==> src/rtl/uart_pkg.sv <==
// rtl/uart_pkg.sv - UART FSM states and oversampling constants
// Parity states exist only when UART_PARITY_EN is defined.
package uart_pkg;

  localparam int OVERSAMPLE = 16;
  localparam int MID_SAMPLE = 8;
  localparam int TICK_W     = $clog2(OVERSAMPLE);
  localparam int BIT_CNT_W  = 4;

  typedef enum logic [2:0] {
    RX_IDLE,
    RX_START,
    RX_DATA,
`ifdef UART_PARITY_EN
    RX_PARITY,
`endif
    RX_STOP,
    RX_ERR
  } rx_state_e;

  typedef enum logic [2:0] {
    TX_IDLE,
    TX_START,
    TX_DATA,
`ifdef UART_PARITY_EN
    TX_PARITY,
`endif
    TX_STOP
  } tx_state_e;

endpackage

==> src/rtl/sync_fifo.sv <==
// rtl/sync_fifo.sv - first-word fall-through synchronous FIFO
// Write on full and read on empty are ignored; full is judged before a same-cycle read.
module sync_fifo #(
  parameter int WIDTH = 8,
  parameter int DEPTH = 16
) (
  input  logic             clk,
  input  logic             rst,
  input  logic             wr_en_i,
  input  logic [WIDTH-1:0] wr_data_i,
  input  logic             rd_en_i,
  output logic [WIDTH-1:0] rd_data_o,
  output logic             full_o,
  output logic             empty_o
);

  localparam int AW = $clog2(DEPTH);
  localparam logic [AW:0] FULL_CNT = DEPTH[AW:0];

  logic [WIDTH-1:0] mem_q [DEPTH];
  logic [AW-1:0]    wr_ptr_q, wr_ptr_d;
  logic [AW-1:0]    rd_ptr_q, rd_ptr_d;
  logic [AW:0]      count_q, count_d;
  logic             do_wr, do_rd;

  assign full_o    = (count_q == FULL_CNT);
  assign empty_o   = (count_q == '0);
  assign do_wr     = wr_en_i && !full_o;
  assign do_rd     = rd_en_i && !empty_o;
  assign rd_data_o = mem_q[rd_ptr_q];

  always_comb begin
    wr_ptr_d = wr_ptr_q;
    rd_ptr_d = rd_ptr_q;
    count_d  = count_q;
    if (do_wr) wr_ptr_d = wr_ptr_q + 1'b1;
    if (do_rd) rd_ptr_d = rd_ptr_q + 1'b1;
    unique case ({do_wr, do_rd})
      2'b10:   count_d = count_q + 1'b1;
      2'b01:   count_d = count_q - 1'b1;
      default: count_d = count_q;
    endcase
  end

  always_ff @(posedge clk or posedge rst) begin
    if (rst) begin
      wr_ptr_q <= '0;
      rd_ptr_q <= '0;
      count_q  <= '0;
    end else begin
      wr_ptr_q <= wr_ptr_d;
      rd_ptr_q <= rd_ptr_d;
      count_q  <= count_d;
    end
  end

  // Storage needs no reset; the count alone decides what is valid.
  always_ff @(posedge clk) begin
    if (do_wr) mem_q[wr_ptr_q] <= wr_data_i;
  end

endmodule

==> src/rtl/uart_fifo.sv <==
// rtl/uart_fifo.sv - full-duplex 16x-oversampled UART with TX/RX FIFOs
// Optional parity bit on both directions when UART_PARITY_EN is defined.
module uart_fifo #(
  parameter int CLK_DIV    = 104,
  parameter int DATA_BITS  = 8,
  parameter int FIFO_DEPTH = 16,
  parameter int PARITY_ODD = 0
) (
  input  logic                 clk,
  input  logic                 rst,
  input  logic [DATA_BITS-1:0] tx_data,
  input  logic                 tx_valid,
  output logic                 tx_ready,
  output logic [DATA_BITS-1:0] rx_data,
  output logic                 rx_valid,
  input  logic                 rx_ready,
  input  logic                 rx,
  output logic                 tx,
  output logic                 tx_busy,
  output logic                 rx_frame_err,
  output logic                 rx_overrun,
  output logic                 rx_parity_err
);

  import uart_pkg::*;

  localparam logic [15:0]          DIV_LAST  = 16'(CLK_DIV - 1);
  localparam logic [TICK_W-1:0]    LAST_TICK = TICK_W'(OVERSAMPLE - 1);
  localparam logic [TICK_W-1:0]    MID_TICK  = TICK_W'(MID_SAMPLE - 1);
  localparam logic [BIT_CNT_W-1:0] LAST_BIT  = BIT_CNT_W'(DATA_BITS - 1);

  logic [15:0] div_q, div_d;
  logic        tick;

  assign tick  = (div_q == DIV_LAST);
  assign div_d = tick ? '0 : div_q + 16'd1;

  logic rx_meta_q, rx_sync_q;

  always_ff @(posedge clk or posedge rst) begin
    if (rst) begin
      div_q     <= '0;
      rx_meta_q <= 1'b1;
      rx_sync_q <= 1'b1;
    end else begin
      div_q     <= div_d;
      rx_meta_q <= rx;
      rx_sync_q <= rx_meta_q;
    end
  end

  logic                 tx_fifo_empty, tx_fifo_full, tx_pop;
  logic [DATA_BITS-1:0] tx_fifo_data;
  logic                 rx_fifo_empty, rx_fifo_full, rx_push;
  logic [DATA_BITS-1:0] rx_shift_q, rx_shift_d;

  sync_fifo #(.WIDTH(DATA_BITS), .DEPTH(FIFO_DEPTH)) u_tx_fifo (
    .clk       (clk),
    .rst       (rst),
    .wr_en_i   (tx_valid),
    .wr_data_i (tx_data),
    .rd_en_i   (tx_pop),
    .rd_data_o (tx_fifo_data),
    .full_o    (tx_fifo_full),
    .empty_o   (tx_fifo_empty)
  );

  sync_fifo #(.WIDTH(DATA_BITS), .DEPTH(FIFO_DEPTH)) u_rx_fifo (
    .clk       (clk),
    .rst       (rst),
    .wr_en_i   (rx_push),
    .wr_data_i (rx_shift_q),
    .rd_en_i   (rx_ready),
    .rd_data_o (rx_data),
    .full_o    (rx_fifo_full),
    .empty_o   (rx_fifo_empty)
  );

  assign tx_ready = !tx_fifo_full;
  assign rx_valid = !rx_fifo_empty;

  // ---------------- receiver ----------------
  rx_state_e            rx_state_q, rx_state_d;
  logic [TICK_W-1:0]    rx_tcnt_q, rx_tcnt_d;
  logic [BIT_CNT_W-1:0] rx_bits_q, rx_bits_d;
  logic                 frame_err;
`ifdef UART_PARITY_EN
  logic                 rx_par_bad_q, rx_par_bad_d;
`endif

  always_comb begin
    rx_state_d = rx_state_q;
    rx_tcnt_d  = rx_tcnt_q;
    rx_bits_d  = rx_bits_q;
    rx_shift_d = rx_shift_q;
    rx_push    = 1'b0;
    frame_err  = 1'b0;
`ifdef UART_PARITY_EN
    rx_par_bad_d = rx_par_bad_q;
`endif
    if (tick) begin
      unique case (rx_state_q)
        RX_IDLE: begin
          if (!rx_sync_q) begin
            rx_state_d = RX_START;
            rx_tcnt_d  = '0;
          end
        end
        RX_START: begin
          // Mid-start re-check rejects glitches shorter than half a bit.
          if (rx_tcnt_q == MID_TICK) begin
            rx_tcnt_d  = '0;
            rx_bits_d  = '0;
            rx_state_d = rx_sync_q ? RX_IDLE : RX_DATA;
          end else begin
            rx_tcnt_d = rx_tcnt_q + 1'b1;
          end
        end
        RX_DATA: begin
          if (rx_tcnt_q == LAST_TICK) begin
            rx_tcnt_d  = '0;
            rx_shift_d = {rx_sync_q, rx_shift_q[DATA_BITS-1:1]};
            rx_bits_d  = rx_bits_q + 1'b1;
            if (rx_bits_q == LAST_BIT) begin
`ifdef UART_PARITY_EN
              rx_state_d = RX_PARITY;
`else
              rx_state_d = RX_STOP;
`endif
            end
          end else begin
            rx_tcnt_d = rx_tcnt_q + 1'b1;
          end
        end
`ifdef UART_PARITY_EN
        RX_PARITY: begin
          if (rx_tcnt_q == LAST_TICK) begin
            rx_tcnt_d    = '0;
            rx_par_bad_d = rx_sync_q != ((^rx_shift_q) ^ PARITY_ODD[0]);
            rx_state_d   = RX_STOP;
          end else begin
            rx_tcnt_d = rx_tcnt_q + 1'b1;
          end
        end
`endif
        RX_STOP: begin
          if (rx_tcnt_q == LAST_TICK) begin
            rx_tcnt_d = '0;
            if (rx_sync_q) begin
              rx_push    = 1'b1;
              rx_state_d = RX_IDLE;
            end else begin
              frame_err  = 1'b1;
              rx_state_d = RX_ERR;
            end
          end else begin
            rx_tcnt_d = rx_tcnt_q + 1'b1;
          end
        end
        RX_ERR: begin
          if (rx_sync_q) rx_state_d = RX_IDLE;
        end
        default: rx_state_d = RX_IDLE;
      endcase
    end
  end

  assign rx_frame_err = frame_err;
  assign rx_overrun   = rx_push && rx_fifo_full;
`ifdef UART_PARITY_EN
  assign rx_parity_err = rx_push && rx_par_bad_q;
`else
  logic unused_parity_odd;
  assign unused_parity_odd = PARITY_ODD[0];
  assign rx_parity_err     = 1'b0;
`endif

  always_ff @(posedge clk or posedge rst) begin
    if (rst) begin
      rx_state_q <= RX_IDLE;
      rx_tcnt_q  <= '0;
      rx_bits_q  <= '0;
      rx_shift_q <= '0;
`ifdef UART_PARITY_EN
      rx_par_bad_q <= 1'b0;
`endif
    end else begin
      rx_state_q <= rx_state_d;
      rx_tcnt_q  <= rx_tcnt_d;
      rx_bits_q  <= rx_bits_d;
      rx_shift_q <= rx_shift_d;
`ifdef UART_PARITY_EN
      rx_par_bad_q <= rx_par_bad_d;
`endif
    end
  end

  // ---------------- transmitter ----------------
  tx_state_e            tx_state_q, tx_state_d;
  logic [TICK_W-1:0]    tx_tcnt_q, tx_tcnt_d;
  logic [BIT_CNT_W-1:0] tx_bits_q, tx_bits_d;
  logic [DATA_BITS-1:0] tx_shift_q, tx_shift_d;
  logic                 tx_q, tx_d;
`ifdef UART_PARITY_EN
  logic                 tx_par_q, tx_par_d;
`endif

  always_comb begin
    tx_state_d = tx_state_q;
    tx_tcnt_d  = tx_tcnt_q;
    tx_bits_d  = tx_bits_q;
    tx_shift_d = tx_shift_q;
    tx_pop     = 1'b0;
`ifdef UART_PARITY_EN
    tx_par_d = tx_par_q;
`endif
    if (tick) begin
      unique case (tx_state_q)
        TX_IDLE: begin
          if (!tx_fifo_empty) begin
            tx_pop     = 1'b1;
            tx_shift_d = tx_fifo_data;
            tx_tcnt_d  = '0;
            tx_state_d = TX_START;
`ifdef UART_PARITY_EN
            tx_par_d = (^tx_fifo_data) ^ PARITY_ODD[0];
`endif
          end
        end
        TX_START: begin
          if (tx_tcnt_q == LAST_TICK) begin
            tx_tcnt_d  = '0;
            tx_bits_d  = '0;
            tx_state_d = TX_DATA;
          end else begin
            tx_tcnt_d = tx_tcnt_q + 1'b1;
          end
        end
        TX_DATA: begin
          if (tx_tcnt_q == LAST_TICK) begin
            tx_tcnt_d  = '0;
            tx_shift_d = {1'b0, tx_shift_q[DATA_BITS-1:1]};
            tx_bits_d  = tx_bits_q + 1'b1;
            if (tx_bits_q == LAST_BIT) begin
`ifdef UART_PARITY_EN
              tx_state_d = TX_PARITY;
`else
              tx_state_d = TX_STOP;
`endif
            end
          end else begin
            tx_tcnt_d = tx_tcnt_q + 1'b1;
          end
        end
`ifdef UART_PARITY_EN
        TX_PARITY: begin
          if (tx_tcnt_q == LAST_TICK) begin
            tx_tcnt_d  = '0;
            tx_state_d = TX_STOP;
          end else begin
            tx_tcnt_d = tx_tcnt_q + 1'b1;
          end
        end
`endif
        TX_STOP: begin
          // Chain straight into the next start bit so queued bytes leave with no idle gap.
          if (tx_tcnt_q == LAST_TICK) begin
            tx_tcnt_d = '0;
            if (!tx_fifo_empty) begin
              tx_pop     = 1'b1;
              tx_shift_d = tx_fifo_data;
              tx_state_d = TX_START;
`ifdef UART_PARITY_EN
              tx_par_d = (^tx_fifo_data) ^ PARITY_ODD[0];
`endif
            end else begin
              tx_state_d = TX_IDLE;
            end
          end else begin
            tx_tcnt_d = tx_tcnt_q + 1'b1;
          end
        end
        default: tx_state_d = TX_IDLE;
      endcase
    end

    unique case (tx_state_d)
      TX_START:  tx_d = 1'b0;
      TX_DATA:   tx_d = tx_shift_d[0];
`ifdef UART_PARITY_EN
      TX_PARITY: tx_d = tx_par_d;
`endif
      default:   tx_d = 1'b1;
    endcase
  end

  always_ff @(posedge clk or posedge rst) begin
    if (rst) begin
      tx_state_q <= TX_IDLE;
      tx_tcnt_q  <= '0;
      tx_bits_q  <= '0;
      tx_shift_q <= '0;
      tx_q       <= 1'b1;
`ifdef UART_PARITY_EN
      tx_par_q <= 1'b0;
`endif
    end else begin
      tx_state_q <= tx_state_d;
      tx_tcnt_q  <= tx_tcnt_d;
      tx_bits_q  <= tx_bits_d;
      tx_shift_q <= tx_shift_d;
      tx_q       <= tx_d;
`ifdef UART_PARITY_EN
      tx_par_q <= tx_par_d;
`endif
    end
  end

  assign tx      = tx_q;
  assign tx_busy = (tx_state_q != TX_IDLE) || !tx_fifo_empty;

endmodule

==> config.mk <==
export PLATFORM = sky130hd
export DESIGN_NAME = uart_fifo
export DESIGN_NICKNAME = d
export VERILOG_FILES = /design/src/rtl/uart_pkg.sv /design/src/rtl/sync_fifo.sv /design/src/rtl/uart_fifo.sv
export SDC_FILE = /design/constraint.sdc
export NUM_CORES = 1
export LEC_CHECK = 0
export CORE_MARGIN = 10
export CORE_UTILIZATION = 60
export CTS_CLUSTER_SIZE = 10
export DETAILED_ROUTE_END_ITERATION = 16
export PLACE_DENSITY = 0.82
export SLEW_MARGIN = 40
export SYNTH_ARGS = -nofsm -noshare
export SYNTH_HDL_FRONTEND = slang
export SYNTH_SLANG_ARGS = --single-unit
==> constraint.sdc <==
create_clock -name clk -period 3.8 [get_ports clk]
set_input_delay 0.76 -clock clk [delete_from_list [all_inputs] [get_ports clk]]
set_output_delay 0.76 -clock clk [all_outputs]
set_load 0.05 [all_outputs]
* Word level (Yosys, flattened, before mapping)
Memories as Yosys holds them, arrays and structs flattened.
Cells that the tools add are included.
** Cells by class
- Mux-type cells :: 55
- Equality and inequality tests :: 31
- Reduce and logical (&&, ||, !) cells :: 31
- Add/sub/neg operators :: 13
** Operator list (count)
- $mux W3 :: 13
- $mux W4 :: 9
- $add A4 B1 Y4 const B :: 8
- $mux W8 :: 3
- $pmux W4 S2 :: 3
- $pmux W8 S3 :: 1
- $ne A2 B2 Y1 const B :: 10
- $pmux W5 S2 :: 2
- $mux W1 :: 17
- $add A16 B1 Y16 const B :: 1
- $eq A16 B7 Y1 const B :: 1
- $mux W16 :: 1
- $eq A3 B2 Y1 const B :: 5
- $pmux W3 S5 :: 1
- $eq A4 B3 Y1 const B :: 3
- $pmux W3 S4 :: 1
- $pmux W4 S3 :: 1
- $reduce_and A4 Y1 :: 3
- $add A5 B1 Y5 const B :: 2
- $eq A5 B5 Y1 const B :: 2
- $logic_not A5 Y1 :: 2
- $reduce_bool A2 Y1 :: 5
- $sub A5 B1 Y5 const B :: 2
- $eq A3 B1 Y1 const B :: 3
- 15 further kinds :: 31
** Storage, ports and cells
- Memories kept :: 2
- Input bits :: 13
- Output and inout bits :: 15
- RAM bits :: 256
- Word-level logic and storage cells :: 151
- Register bits after elaboration :: 83
** Memories
- u_rx_fifo.mem_q :: depth 16, bits a word 8, rd ports 1, clocked after Yosys merged registers in 0, wr ports 1, line sync_fifo.sv:20 : logic [WIDTH-1:0] mem_q [DEPTH];
- u_tx_fifo.mem_q :: depth 16, bits a word 8, rd ports 1, clocked after Yosys merged registers in 0, wr ports 1, line sync_fifo.sv:20

* Logic depth before layout (Yosys ltp)
Gate-level depths: netlist (run 1).
- Word-level depth :: 8
- Mapped depth :: 15
- Gate-level depth less buffers :: 15

* Hierarchy
A second synthesis (run 1) with hierarchy kept.
** Unflattened totals
- Cell total of the unflattened synthesis :: 967
- Area total of the unflattened synthesis :: 14525.2 um^2
** By module, submodules not included
- sync_fifo :: area an instance 5796.8 um^2, cells each 333, times used 2, sequential area each 4169.0 um^2
- uart_fifo :: area an instance 2931.6 um^2, cells each 301, times used 1, sequential area each 1430.1 um^2

* Worst setup path before layout (run 1)
Ideal clock, no wire load.
- Kind :: register to output
- From :: register div_q[7]
- To :: output port rx_frame_err
- Path buffers :: 1
- Required time :: 3.040 ns
- Cell stages (with the launch flop) :: 5
- Arrival :: 2.618 ns
- Setup slack :: 0.422 ns
- Path through :: dfrtp_1 > buf_6 > nor4_4 > nand4_2 > nor4_1
** On the way
- Word-level cells in the longest chain between the ends :: 2
** RTL lines
- start, declared :: line uart_fifo.sv:32 : logic [15:0] div_q, div_d;
- start signal, assigned :: line uart_fifo.sv:46 : div_q <= div_d;
- $eq A16 B7 Y1 :: line uart_fifo.sv:35 : assign tick = (div_q == DIV_LAST);
- $mux W1 :: line uart_fifo.sv:101 : if (tick) begin
- end, declared :: line uart_fifo.sv:20 : output logic rx_frame_err,
No other way between the ends.

* Worst setup path after layout (run 1)
- From :: register u_rx_fifo.rd_ptr_q[0]
- To :: output port rx_data[3]
** On the way
- Word-level cells in the longest chain between the ends :: 1
** RTL lines
- start, declared :: line sync_fifo.sv:22 : logic [AW-1:0] rd_ptr_q, rd_ptr_d;
- start signal, assigned :: line sync_fifo.sv:52 : rd_ptr_q <= rd_ptr_d;
- $mem_v2 Z16 W8
- end, declared :: line uart_fifo.sv:14 : output logic [DATA_BITS-1:0] rx_data,
No other way between the ends.

==> run_summary.xml, run 1 <==
<?xml version="1.0" encoding="UTF-8"?>
<metrics>
  <group name="detailed_routing">
    <metric name="wirelength" unit="um">28210</metric>
    <metric name="number_of_remaining_drc_errors" unit="">0</metric>
    <metric name="post_drt_via_cell_ratio" unit="">6.070</metric>
    <metric name="drt_iter0_markers" unit="">708</metric>
    <metric name="vias" unit="">7685</metric>
    <metric name="antenna_left" unit="">0</metric>
    <metric name="drt_pre_antenna_iters" unit="">5</metric>
    <metric name="route.layer.met1.wl" unit="um">10970</metric>
    <metric name="routedWlPerCell" unit="um">22.28</metric>
    <metric name="met3WireLength" unit="um">1545</metric>
    <metric name="dr_wl_met2" unit="um">15020</metric>
    <metric name="top_layer" unit="">met4</metric>
  </group>
  <group name="global_route">
    <metric name="overflow" unit="">0</metric>
    <metric name="antenna_violations_before_repair" unit="">0</metric>
    <metric name="grt_pass1_wl" unit="um">45380</metric>
    <metric name="largest_net_degree_at_the_start_of_global_routing" unit="">47</metric>
    <metric name="global_route.usage.total" unit="%">19.09</metric>
    <metric name="first_global_vias" unit="">8060</metric>
  </group>
  <group name="yosys">
    <metric name="synth_enable_flop_cells" unit="">256</metric>
    <metric name="parity_gate_share_of_the_synthesized_area_counting_xor_and_xnor_cells" unit="%">2.343</metric>
    <metric name="flops_latches_synth" unit="">339</metric>
    <metric name="register_area_share_after_synthesis" unit="%">68.78</metric>
    <metric name="synth_mux_area_share" unit="%">13.15</metric>
    <metric name="postSynth.topFlopCell" unit="">sky130_fd_sc_hd__edfxtp_1</metric>
    <metric name="yosys.cell_types.count" unit="">61</metric>
    <metric name="synth_compound_gate_area_share" unit="%">4.008</metric>
    <metric name="ys_async_sr_fraction" unit="%">24.48</metric>
    <metric name="synthesis.nets" unit="">888</metric>
    <metric name="synth_top_area_share" unit="%">54.13</metric>
    <metric name="post_synth.cell_area_avg" unit="um^2">16.71</metric>
    <metric name="post_synth_design_cell_area" unit="um^2">14200</metric>
    <metric name="largest_area_contributor_in_the_synthesized_netlist" unit="">sky130_fd_sc_hd__edfxtp_1</metric>
    <metric name="synth-adder-area-share" unit="%">2.308</metric>
    <metric name="synth_area_leaders" unit="">sky130_fd_sc_hd__edfxtp_1 54%, sky130_fd_sc_hd__dfrtp_1 14%, sky130_fd_sc_hd__mux4_2 11%</metric>
    <metric name="yosys.area_share.simple" unit="%">7.594</metric>
    <metric name="synth_cells" unit="">850</metric>
    <metric name="ys_warn_count" unit="">0</metric>
    <metric name="main_combinational_cell_family_by_area_after_synthesis" unit="">multiplexers</metric>
  </group>
  <group name="placed_design">
    <metric name="detailedPlacementHpwl" unit="um">17860</metric>
    <metric name="io_buffers" unit="">26</metric>
    <metric name="finalWeightedCongestion" unit="">0.7766</metric>
  </group>
  <group name="timing">
    <metric name="clock_skew" unit="ps">31.88</metric>
    <metric name="rsz_0062_raised_after_global_routing" unit="">no</metric>
    <metric name="fin_setup_tns" unit="ps">0</metric>
    <metric name="final_min_period_over_clock_period" unit="%">91.80</metric>
    <metric name="final_hold_violating_endpoints" unit="">0</metric>
    <metric name="final-setup-viol-count" unit="">0</metric>
    <metric name="fmaxAchievable" unit="MHz">286.7</metric>
    <metric name="final_period_minus_worst_setup_slack" unit="ps">3488</metric>
    <metric name="timing_max_transition_violations_final" unit="">0</metric>
    <metric name="worst_slew_slack_as_a_fraction_of_its_limit" unit="%">49.21</metric>
    <metric name="transition_time_at_the_pin_with_the_least_slew_margin" unit="ps">761.8</metric>
  </group>
  <group name="power_and_ir_drop">
    <metric name="internal_power" unit="uW">6712</metric>
    <metric name="power.static_leakage" unit="uW">0.005429</metric>
    <metric name="clockPowerShare" unit="%">38.4</metric>
    <metric name="pwr-share-comb" unit="%">12.2</metric>
    <metric name="netSwitchingPower" unit="uW">2214</metric>
    <metric name="seq_power_share" unit="%">49.4</metric>
    <metric name="p_sw_share" unit="%">24.80</metric>
    <metric name="ir_drop" unit="mV">0.3832</metric>
    <metric name="pwr_density" unit="nW/um^2">550.2</metric>
    <metric name="fin_total_pwr" unit="uW">8926</metric>
  </group>
  <group name="clock_tree">
    <metric name="post_cts_buffers" unit="">0</metric>
    <metric name="cts_sinks" unit="">339</metric>
    <metric name="cts-buffers-inserted" unit="">40</metric>
    <metric name="cts_tree" unit="">built</metric>
    <metric name="ctsHtreeMaxLevel" unit="">2</metric>
    <metric name="clk_path_buf_depth" unit="">3</metric>
    <metric name="clk-insertion-delay-late" unit="ps">540</metric>
    <metric name="clock_tree.root_cell" unit="">sky130_fd_sc_hd__clkbuf_16</metric>
    <metric name="clk_transition_reported_paths" unit="ps">60</metric>
  </group>
  <group name="finish">
    <metric name="area_of_combinational_cells_with_multiple_inputs" unit="um^2">4188</metric>
    <metric name="drive_above_1_share" unit="%">20.49</metric>
    <metric name="final_util" unit="%">69.32</metric>
    <metric name="num_antenna_cells" unit="">0</metric>
    <metric name="area_growth" unit="%">14.23</metric>
    <metric name="nets" unit="">953</metric>
    <metric name="seqCellArea" unit="um^2">9773</metric>
    <metric name="final.fill_count" unit="">1520</metric>
  </group>
  <group name="critical_path">
    <metric name="startpoint_type" unit="">flop</metric>
    <metric name="critPathCaptureType" unit="">primary output</metric>
    <metric name="critPathKind" unit="">reg -&gt; out</metric>
    <metric name="cp_data_required_time" unit="ps">3040</metric>
    <metric name="crit_arrival" unit="ps">2730</metric>
    <metric name="critical_path_peak_fanout" unit="">35</metric>
  </group>
  <group name="die">
    <metric name="die_y" unit="um">173.9</metric>
    <metric name="io_pins" unit="">28</metric>
    <metric name="floorplan.die.width" unit="um">173.9</metric>
    <metric name="die_footprint" unit="um^2">30220</metric>
    <metric name="initial_core_util" unit="%">60.69</metric>
    <metric name="std_cell_rows" unit="">56</metric>
    <metric name="coreArea" unit="um^2">23400</metric>
  </group>
  <group name="min_path">
    <metric name="min-delay-path-class" unit="">reg -&gt; reg</metric>
  </group>
  <group name="outcome">
    <metric name="run_status" unit="">finished clean</metric>
  </group>
  <group name="run">
    <metric name="max_cap_violations" unit="">0</metric>
  </group>
</metrics>
## final cells by class
cell class,count,area share [%]
Sequential cell,339,60.24
Multi-Input combinational cell,449,25.81
Clock buffer,69,6.903
Timing Repair Buffer,64,3.617
Tap cell,319,2.460
Inverter,21,0.5013
Clock inverter,5,0.4627
## critical path: stages (launching register included)
cell and delay, ps:
sky130_fd_sc_hd__dfrtp_2 370, sky130_fd_sc_hd__buf_12 270, sky130_fd_sc_hd__mux4_2 590, sky130_fd_sc_hd__mux4_2 500, sky130_fd_sc_hd__dlygate4sd2_1 440
## per-stage QoR
step	setup WS (ps)	area, um^2	std cells	hold slack, ps
6_report	311.7	16220	1266	333.4
5_1_grt	149.3	16220	1266	341.9
4_1_cts	10.44	16190	1266	329.5
3_5_place_dp	402.2	15000	1192	351.0
3_3_place_gp	536.0	15000	1192	346.6
2_1_floorplan	421.9	14200	850	345.2
## repair_timing
item                       4_1_cts  5_1_grt
hold buffers                     0        0
gates resized for setup          1        8
setup endpoints to repair        1        8
## per-layer routing
metal	vias to the layer above	track usage, %
met5	-	0
met4	0	6.021
met3	53	3.572
met2	244	33.74
met1	3958	23.25
li1	3430	-
## synthesized netlist by cell type, drive strengths merged (6+ instances only)
cell and instances:
a211oi 11, a21o 8, a21oi 18, and3 6, buf 21, clkbuf 20
dfrtp 80, edfxtp 256, ha 23, inv 21, mux2 15, mux2i 10
mux4 71, nand2 47, nand2b 8, nand3 21, nand4 13, nor2 49
nor2b 11, nor3 20, nor4 9, o21ai 21, xnor2 24, xor2 14
## path summary, 6_finish.rpt
path	to	cells past startpoint	startpoint	slack, ps
min in group asynchronous	rx_state_q[0]	2	rst	650
min reg2reg	rx_sync_q	0	rx_meta_q	330
max	rx_data[3]	4	u_rx_fifo.rd_ptr_q[0]	310
max in group asynchronous	u_rx_fifo.rd_ptr_q[0]	3	rst	2510
max reg2reg	u_rx_fifo.count_q[4]	14	div_q[9]	420
min	rx_sync_q	0	rx_meta_q	330
## kinds of logic (layout without fill, tap and decap cells)
kind of cell             count (synthesis)  after routing
XOR/XNOR                                38             38
other                                    1              1
AND/OR/NAND/NOR                        204            204
multiplexers                            96             96
adder cells (fa/ha/maj)                 25             25
buffers and inverters                   62            159
AO/OA/AOI/OAI                           85             85
flip-flops                             339            339
## cell usage in the layout (no fill, tap or decap), types with 16 or more instances in the layout
cell type                         synthesis  routed
sky130_fd_sc_hd__nand2_1                 46      46
sky130_fd_sc_hd__buf_4                    1      37
sky130_fd_sc_hd__nor2_1                  49      46
sky130_fd_sc_hd__clkbuf_1                20      28
sky130_fd_sc_hd__a21oi_1                 17      17
sky130_fd_sc_hd__dfrtp_1                 80      78
sky130_fd_sc_hd__mux4_2                  71      71
sky130_fd_sc_hd__nand3_1                 21      21
sky130_fd_sc_hd__clkdlybuf4s50_1          0      16
sky130_fd_sc_hd__inv_1                   21      20
sky130_fd_sc_hd__clkbuf_16                0      40
sky130_fd_sc_hd__o21ai_0                 21      21
sky130_fd_sc_hd__ha_1                    23      23
sky130_fd_sc_hd__nor3_1                  19      19
sky130_fd_sc_hd__xnor2_1                 24      24
sky130_fd_sc_hd__edfxtp_1               256     256
## power groups by stage
stage          combinational (uW)  clock (uW)  sequential [uW]
4_1_cts                      1100        3490             4410
6_report                     1090        3430             4410
2_1_floorplan                 872           0             4360
3_3_place_gp                 1070           0             4460
5_1_grt                      1210        3640             4440
3_5_place_dp                 1100           0             4480
## state kept, by name, summed over array words and instances, names as in the netlist, 5 cells and up
signal and cells:
rx_shift_q 8, u_tx_fifo.mem_q 128, u_rx_fifo.mem_q 128, u_rx_fifo.count_q 5, div_q 16, u_tx_fifo.count_q 5
tx_shift_q 8
(Power assumes the default switching activity.)
==> run 2, diff against run 1 <==
CORE_ASPECT_RATIO = 1.5   (was unset)
CORE_UTILIZATION = 30   (was 60)
PLACE_DENSITY = 0.49   (was 0.82)
==> run 2 against run 1 <==
Critical path depth did not move. Via count fell by 4.6%. Wire length rose by 5.7%. Worst hold slack improved by 29 ps. Setup slack improved by 56 ps. Clock-buffer cell count fell by 4. Sequential share of layout area fell by 1.2 points. Cell area rose by 2.0%. Power rose by 0.48%. Non-clock buffer count rose by 6. First-iteration DRC count fell by 55%. Core utilization fell by 34 points. Critical endpoint is now tx_busy. Largest cell class unchanged. Highest routed layer unchanged.
==> run_summary.xml, run 2 (synthesis gave the netlist of run 1 again) <==
<?xml version="1.0" encoding="UTF-8"?>
<metrics>
  <group name="clock_tree">
    <metric name="cts_sinks" unit="">339</metric>
    <metric name="cts_tree" unit="">built</metric>
    <metric name="post_cts_resize_count" unit="">0</metric>
    <metric name="clk-insertion-delay-late" unit="ps">540</metric>
    <metric name="cts-buffers-inserted" unit="">40</metric>
    <metric name="clock_tree.root_cell" unit="">sky130_fd_sc_hd__clkbuf_16</metric>
    <metric name="ctsHtreeMaxLevel" unit="">2</metric>
    <metric name="clk_path_buf_depth" unit="">3</metric>
    <metric name="clk_transition_reported_paths" unit="ps">60</metric>
    <metric name="post_cts_buffers" unit="">0</metric>
    <metric name="cts_hold_buf" unit="">0</metric>
  </group>
  <group name="timing">
    <metric name="final_period_minus_worst_setup_slack" unit="ps">3432</metric>
    <metric name="final_hold_violating_endpoints" unit="">0</metric>
    <metric name="final-setup-viol-count" unit="">0</metric>
    <metric name="clock_skew" unit="ps">26.05</metric>
    <metric name="fmaxAchievable" unit="MHz">291.4</metric>
    <metric name="rsz_0062_raised_after_global_routing" unit="">no</metric>
    <metric name="setup_slack" unit="ps">368.0</metric>
    <metric name="worst_slew_slack_as_a_fraction_of_its_limit" unit="%">44.89</metric>
    <metric name="final_min_period_over_clock_period" unit="%">90.31</metric>
    <metric name="fin_setup_tns" unit="ps">0</metric>
    <metric name="timing_max_transition_violations_final" unit="">0</metric>
    <metric name="transition_time_at_the_pin_with_the_least_slew_margin" unit="ps">822.2</metric>
  </group>
  <group name="power_and_ir_drop">
    <metric name="pwr-share-comb" unit="%">12.1</metric>
    <metric name="power.static_leakage" unit="uW">0.005443</metric>
    <metric name="ir_drop" unit="mV">0.3530</metric>
    <metric name="internal_power" unit="uW">6718</metric>
    <metric name="fin_total_pwr" unit="uW">8969</metric>
    <metric name="p_sw_share" unit="%">25.09</metric>
    <metric name="seq_power_share" unit="%">49.2</metric>
    <metric name="clockPowerShare" unit="%">38.7</metric>
    <metric name="pwr_density" unit="nW/um^2">542.2</metric>
    <metric name="netSwitchingPower" unit="uW">2250</metric>
  </group>
  <group name="die">
    <metric name="die_y" unit="um">286.5</metric>
    <metric name="io_pins" unit="">28</metric>
    <metric name="initial_core_util" unit="%">30.39</metric>
    <metric name="die_footprint" unit="um^2">56620</metric>
    <metric name="std_cell_rows" unit="">97</metric>
    <metric name="coreArea" unit="um^2">46730</metric>
    <metric name="floorplan.die.width" unit="um">197.7</metric>
  </group>
  <group name="global_route">
    <metric name="grt_pass1_wl" unit="um">47200</metric>
    <metric name="first_global_vias" unit="">7950</metric>
    <metric name="antenna_violations_before_repair" unit="">0</metric>
    <metric name="global_route.usage.total" unit="%">10.73</metric>
    <metric name="overflow" unit="">0</metric>
    <metric name="largest_net_degree_at_the_start_of_global_routing" unit="">45</metric>
  </group>
  <group name="finish">
    <metric name="layout.cells.most_common" unit="">sky130_fd_sc_hd__edfxtp_1</metric>
    <metric name="drive_above_1_share" unit="%">21.86</metric>
    <metric name="num_antenna_cells" unit="">0</metric>
    <metric name="area_growth" unit="%">16.47</metric>
    <metric name="stdcell_area" unit="um^2">16540</metric>
    <metric name="final.fill_count" unit="">4390</metric>
    <metric name="layout_common_cells" unit="">256 x sky130_fd_sc_hd__edfxtp_1, 78 x sky130_fd_sc_hd__dfrtp_1, 71 x sky130_fd_sc_hd__mux4_2, 52 x sky130_fd_sc_hd__buf_4, 49 x sky130_fd_sc_hd__nor2_1</metric>
    <metric name="top_regs" unit="">u_rx_fifo.mem_q x128, u_tx_fifo.mem_q x128, div_q x16</metric>
    <metric name="nets" unit="">959</metric>
  </group>
  <group name="run">
    <metric name="max_cap_violations" unit="">0</metric>
  </group>
  <group name="detailed_routing">
    <metric name="drt_iter0_markers" unit="">321</metric>
    <metric name="wirelength" unit="um">29820</metric>
    <metric name="vias" unit="">7329</metric>
    <metric name="drt_pre_antenna_iters" unit="">4</metric>
    <metric name="routedWlPerCell" unit="um">19.35</metric>
    <metric name="antenna_left" unit="">0</metric>
    <metric name="post_drt_via_cell_ratio" unit="">4.756</metric>
    <metric name="number_of_remaining_drc_errors" unit="">0</metric>
  </group>
  <group name="placed_design">
    <metric name="detailedPlacementHpwl" unit="um">20500</metric>
    <metric name="placedInstanceArea" unit="um^2">15360</metric>
    <metric name="finalWeightedCongestion" unit="">0.7438</metric>
    <metric name="pre_cts_slack" unit="ps">463.9</metric>
    <metric name="io_buffers" unit="">26</metric>
  </group>
  <group name="critical_path">
    <metric name="critPathCaptureType" unit="">primary output</metric>
    <metric name="startpoint_type" unit="">flop</metric>
    <metric name="critPathKind" unit="">reg -&gt; out</metric>
    <metric name="crit_arrival" unit="ps">2670</metric>
    <metric name="slowest_stage" unit="">sky130_fd_sc_hd__clkdlybuf4s50_1</metric>
    <metric name="critical_path_peak_fanout" unit="">5</metric>
    <metric name="crit_path_cell_trace" unit="">or4_1 -&gt; nor3_1 -&gt; nand2_1 -&gt; clkdlybuf4s50_1</metric>
    <metric name="cp_data_required_time" unit="ps">3040</metric>
    <metric name="critical-path-max-stage-delay" unit="ps">750</metric>
  </group>
  <group name="min_path">
    <metric name="min-delay-path-class" unit="">reg -&gt; reg</metric>
  </group>
  <group name="outcome">
    <metric name="run_status" unit="">finished clean</metric>
  </group>
</metrics>
-- run 2: cell count changes in the layout (fill, tap and decap cells not counted), moves of 2 or more --
cell | before | now
sky130_fd_sc_hd__nor2_2 | 3 | 0
sky130_fd_sc_hd__buf_4 | 37 | 52
sky130_fd_sc_hd__clkbuf_1 | 28 | 22
sky130_fd_sc_hd__nor2_1 | 46 | 49
sky130_fd_sc_hd__dlymetal6s2s_1 | 8 | 0
sky130_fd_sc_hd__inv_6 | 0 | 2
sky130_fd_sc_hd__clkbuf_8 | 1 | 3
-- run 2: layout make-up --
class | count | area (um^2) | share of cell area (%)
timing repair buffer | 70 | 590.6 | 3.570
inverter | 21 | 81.33 | 0.4917
clock inverter | 3 | 47.55 | 0.2874
multi-input combinational | 449 | 4180 | 25.27
tap | 594 | 743.2 | 4.493
clock buffer | 65 | 1125 | 6.800
sequential | 339 | 9773 | 59.08
-- run 2: per-layer routing --
layer  share of wire [%]  wire length, um  global-route usage, %
met1                  37            11120                  11.44
met2                  57            17110                  20.72
met3                 2.9              866                  1.793
met4                 2.4              721                  3.527
met5                   0                0                      0
-- run 2: metrics by stage --
stage / hold WS [ps] / util, % / std cells
6_report: 362.6 / 35.40 / 1541
3_3_place_gp: 348.4 / 32.88 / 1473
3_5_place_dp: 352.2 / 32.88 / 1473
4_1_cts: 360.5 / 35.39 / 1541
2_1_floorplan: 345.2 / - / 850
5_1_grt: 363.7 / 35.40 / 1541
-- run 2: power groups by stage --
| stage | Clock, uW | Sequential, uW | Combinational [uW] |
|---|---|---|---|
| final | 3470 | 4410 | 1090 |
| after global routing | 3760 | 4450 | 1210 |
| after global placement | 0 | 4490 | 1120 |
| after floorplan | 0 | 4360 | 872 |
| after CTS | 3600 | 4420 | 1130 |
| after detailed placement | 0 | 4500 | 1130 |
-- run 2: final timing paths --
check	to	startpoint	slack, ps	cells after the start
max in group asynchronous	rx_sync_q	rst	2470	3
min in group asynchronous	rx_bits_q[0]	rst	650	2
min reg2reg	rx_sync_q	rx_meta_q	360	0
max reg2reg	u_rx_fifo.count_q[4]	div_q[0]	490	15
min	rx_sync_q	rx_meta_q	360	0
max	tx_busy	u_tx_fifo.count_q[1]	370	4
-- run 2: worst max-delay path: cells and delay by family (launching register included) --
family	cells	cell delay [ps]
AND/OR/NAND/NOR	3	950
buffers and inverters	1	750
flip-flops	1	430
==> run 3, diff against run 2 <==
SLEW_MARGIN = 20   (was 40)
==> run 3 against run 2 <==
Critical path depth is the same. Clock skew unchanged. Sequential share of layout area hardly changed. Clock power is essentially flat. Clock-buffer cell count is the same. Core utilization hardly changed. Critical path type unchanged. Critical endpoint unchanged. Largest cell class unchanged.
==> run_summary.xml, run 3 (synthesis gave the netlist of run 1 again) <==
<?xml version="1.0" encoding="UTF-8"?>
<metrics>
  <group name="detailed_routing">
    <metric name="vias" unit="">7329</metric>
    <metric name="drt_iter0_markers" unit="">321</metric>
    <metric name="number_of_remaining_drc_errors" unit="">0</metric>
    <metric name="post_drt_via_cell_ratio" unit="">4.756</metric>
    <metric name="antenna_left" unit="">0</metric>
    <metric name="route.layer.met1.wl" unit="um">11120</metric>
    <metric name="routedWlPerCell" unit="um">19.35</metric>
    <metric name="top_layer" unit="">met4</metric>
    <metric name="wirelength" unit="um">29820</metric>
    <metric name="met3WireLength" unit="um">866</metric>
    <metric name="drt_pre_antenna_iters" unit="">4</metric>
    <metric name="dr_wl_met2" unit="um">17110</metric>
  </group>
  <group name="clock_tree">
    <metric name="cts_hold_buf" unit="">0</metric>
    <metric name="clk-insertion-delay-late" unit="ps">540</metric>
    <metric name="clock_tree.root_cell" unit="">sky130_fd_sc_hd__clkbuf_16</metric>
    <metric name="cts-buffers-inserted" unit="">40</metric>
    <metric name="ctsHtreeMaxLevel" unit="">2</metric>
    <metric name="cts_sinks" unit="">339</metric>
    <metric name="clk_path_buf_depth" unit="">3</metric>
    <metric name="clk_transition_reported_paths" unit="ps">60</metric>
    <metric name="cts_tree" unit="">built</metric>
    <metric name="post_cts_buffers" unit="">0</metric>
    <metric name="post_cts_resize_count" unit="">0</metric>
  </group>
  <group name="timing">
    <metric name="rsz_0062_raised_after_global_routing" unit="">no</metric>
    <metric name="setup_slack" unit="ps">368.0</metric>
    <metric name="fin_setup_tns" unit="ps">0</metric>
    <metric name="transition_time_at_the_pin_with_the_least_slew_margin" unit="ps">822.2</metric>
    <metric name="fmaxAchievable" unit="MHz">291.4</metric>
    <metric name="worst_slew_slack_as_a_fraction_of_its_limit" unit="%">44.89</metric>
    <metric name="final-setup-viol-count" unit="">0</metric>
    <metric name="final_period_minus_worst_setup_slack" unit="ps">3432</metric>
    <metric name="timing_max_transition_violations_final" unit="">0</metric>
    <metric name="final_min_period_over_clock_period" unit="%">90.31</metric>
    <metric name="final_hold_violating_endpoints" unit="">0</metric>
    <metric name="clock_skew" unit="ps">26.05</metric>
  </group>
  <group name="power_and_ir_drop">
    <metric name="pwr_density" unit="nW/um^2">542.3</metric>
    <metric name="power.static_leakage" unit="uW">0.005443</metric>
    <metric name="ir_drop" unit="mV">0.3530</metric>
  </group>
  <group name="critical_path">
    <metric name="worst_r2r_startpoint" unit="">div_q[0]</metric>
    <metric name="critPathKind" unit="">reg -&gt; out</metric>
    <metric name="critPathCaptureType" unit="">primary output</metric>
    <metric name="critical_path_peak_fanout" unit="">5</metric>
    <metric name="crit_arrival" unit="ps">2670</metric>
    <metric name="critical_path.startpoint" unit="">u_tx_fifo.count_q[1]</metric>
    <metric name="startpoint_type" unit="">flop</metric>
    <metric name="cp_data_required_time" unit="ps">3040</metric>
  </group>
  <group name="die">
    <metric name="floorplan.die.width" unit="um">197.7</metric>
    <metric name="coreArea" unit="um^2">46730</metric>
    <metric name="std_cell_rows" unit="">97</metric>
    <metric name="die_footprint" unit="um^2">56620</metric>
    <metric name="initial_core_util" unit="%">30.39</metric>
    <metric name="io_pins" unit="">28</metric>
    <metric name="die_y" unit="um">286.5</metric>
  </group>
  <group name="min_path">
    <metric name="hp-start" unit="">rx_meta_q</metric>
    <metric name="min-delay-path-class" unit="">reg -&gt; reg</metric>
  </group>
  <group name="finish">
    <metric name="area_growth" unit="%">16.44</metric>
    <metric name="nets" unit="">959</metric>
    <metric name="top_regs" unit="">u_rx_fifo.mem_q x128, u_tx_fifo.mem_q x128, div_q x16</metric>
    <metric name="num_antenna_cells" unit="">0</metric>
    <metric name="layout.cells.most_common" unit="">sky130_fd_sc_hd__edfxtp_1</metric>
    <metric name="layout_common_cells" unit="">256 x sky130_fd_sc_hd__edfxtp_1, 78 x sky130_fd_sc_hd__dfrtp_1, 71 x sky130_fd_sc_hd__mux4_2, 52 x sky130_fd_sc_hd__buf_4, 49 x sky130_fd_sc_hd__nor2_1</metric>
    <metric name="drive_above_1_share" unit="%">21.86</metric>
  </group>
  <group name="placed_design">
    <metric name="detailedPlacementHpwl" unit="um">20500</metric>
    <metric name="io_buffers" unit="">26</metric>
    <metric name="pre_cts_slack" unit="ps">463.9</metric>
    <metric name="finalWeightedCongestion" unit="">0.7438</metric>
  </group>
  <group name="run">
    <metric name="max_cap_violations" unit="">0</metric>
  </group>
  <group name="global_route">
    <metric name="largest_net_degree_at_the_start_of_global_routing" unit="">45</metric>
    <metric name="first_global_vias" unit="">7950</metric>
    <metric name="global_route.usage.total" unit="%">10.73</metric>
    <metric name="overflow" unit="">0</metric>
    <metric name="grt_pass1_wl" unit="um">47200</metric>
    <metric name="antenna_violations_before_repair" unit="">0</metric>
  </group>
  <group name="outcome">
    <metric name="run_status" unit="">finished clean</metric>
  </group>
</metrics>
-- run 3: stage by stage --
stage / utilization [%] / area, um^2 / cells / total power [uW] / hold slack, ps
finish: 35.39 / 16540 / 1541 / 8968 / 362.6
global route: 35.39 / 16540 / 1541 / 9419 / 363.7
CTS: 35.39 / 16540 / 1541 / 9152 / 360.5
detailed placement: 32.88 / 15360 / 1473 / 5627 / 352.2
global placement: 32.88 / 15360 / 1473 / 5613 / 348.4
floorplan: - / 14200 / 850 / 5234 / 345.2
-- run 3: report_power, final --
group	internal [uW]	total, uW	leakage, uW	switching, uW
clock	2020	3470	0.000561	1450
sequential	4210	4410	0.00313	204
combinational	486	1090	0.00175	600
-- run 3: worst max-delay path: stages (launching register included) --
cell and delay [ps]:
sky130_fd_sc_hd__dfrtp_1 430, sky130_fd_sc_hd__or4_1 550, sky130_fd_sc_hd__nor3_1 210, sky130_fd_sc_hd__nand2_1 190, sky130_fd_sc_hd__clkdlybuf4s50_1 750
-- run 3: path summary, 6_finish.rpt --
kind                                         to  slack (ps)  depth (start not counted)
min in group asynchronous          rx_bits_q[0]         680                          2
min                                   rx_sync_q         360                          0
max reg2reg                u_rx_fifo.count_q[4]         490                         15
max in group asynchronous             rx_sync_q        2390                          3
max                                     tx_busy         370                          4
min reg2reg                           rx_sync_q         360                          0
-- run 3: layer usage --
metal | vias up | track usage, %
li1 | 3437 | -
met1 | 3743 | 11.44
met2 | 104 | 20.72
met3 | 45 | 1.793
met4 | 0 | 3.527
met5 | - | 0
-- run 3: layout make-up --
| type | instances | area, um^2 |
|---|---|---|
| inverter | 21 | 80.08 |
| clock buffer | 65 | 1125 |
| fill | 4391 | 30190 |
| multi-input combinational | 449 | 4180 |
| clock inverter | 3 | 47.55 |
| tap | 594 | 743.2 |
| timing repair buffer | 70 | 590.6 |
| sequential | 339 | 9771 |
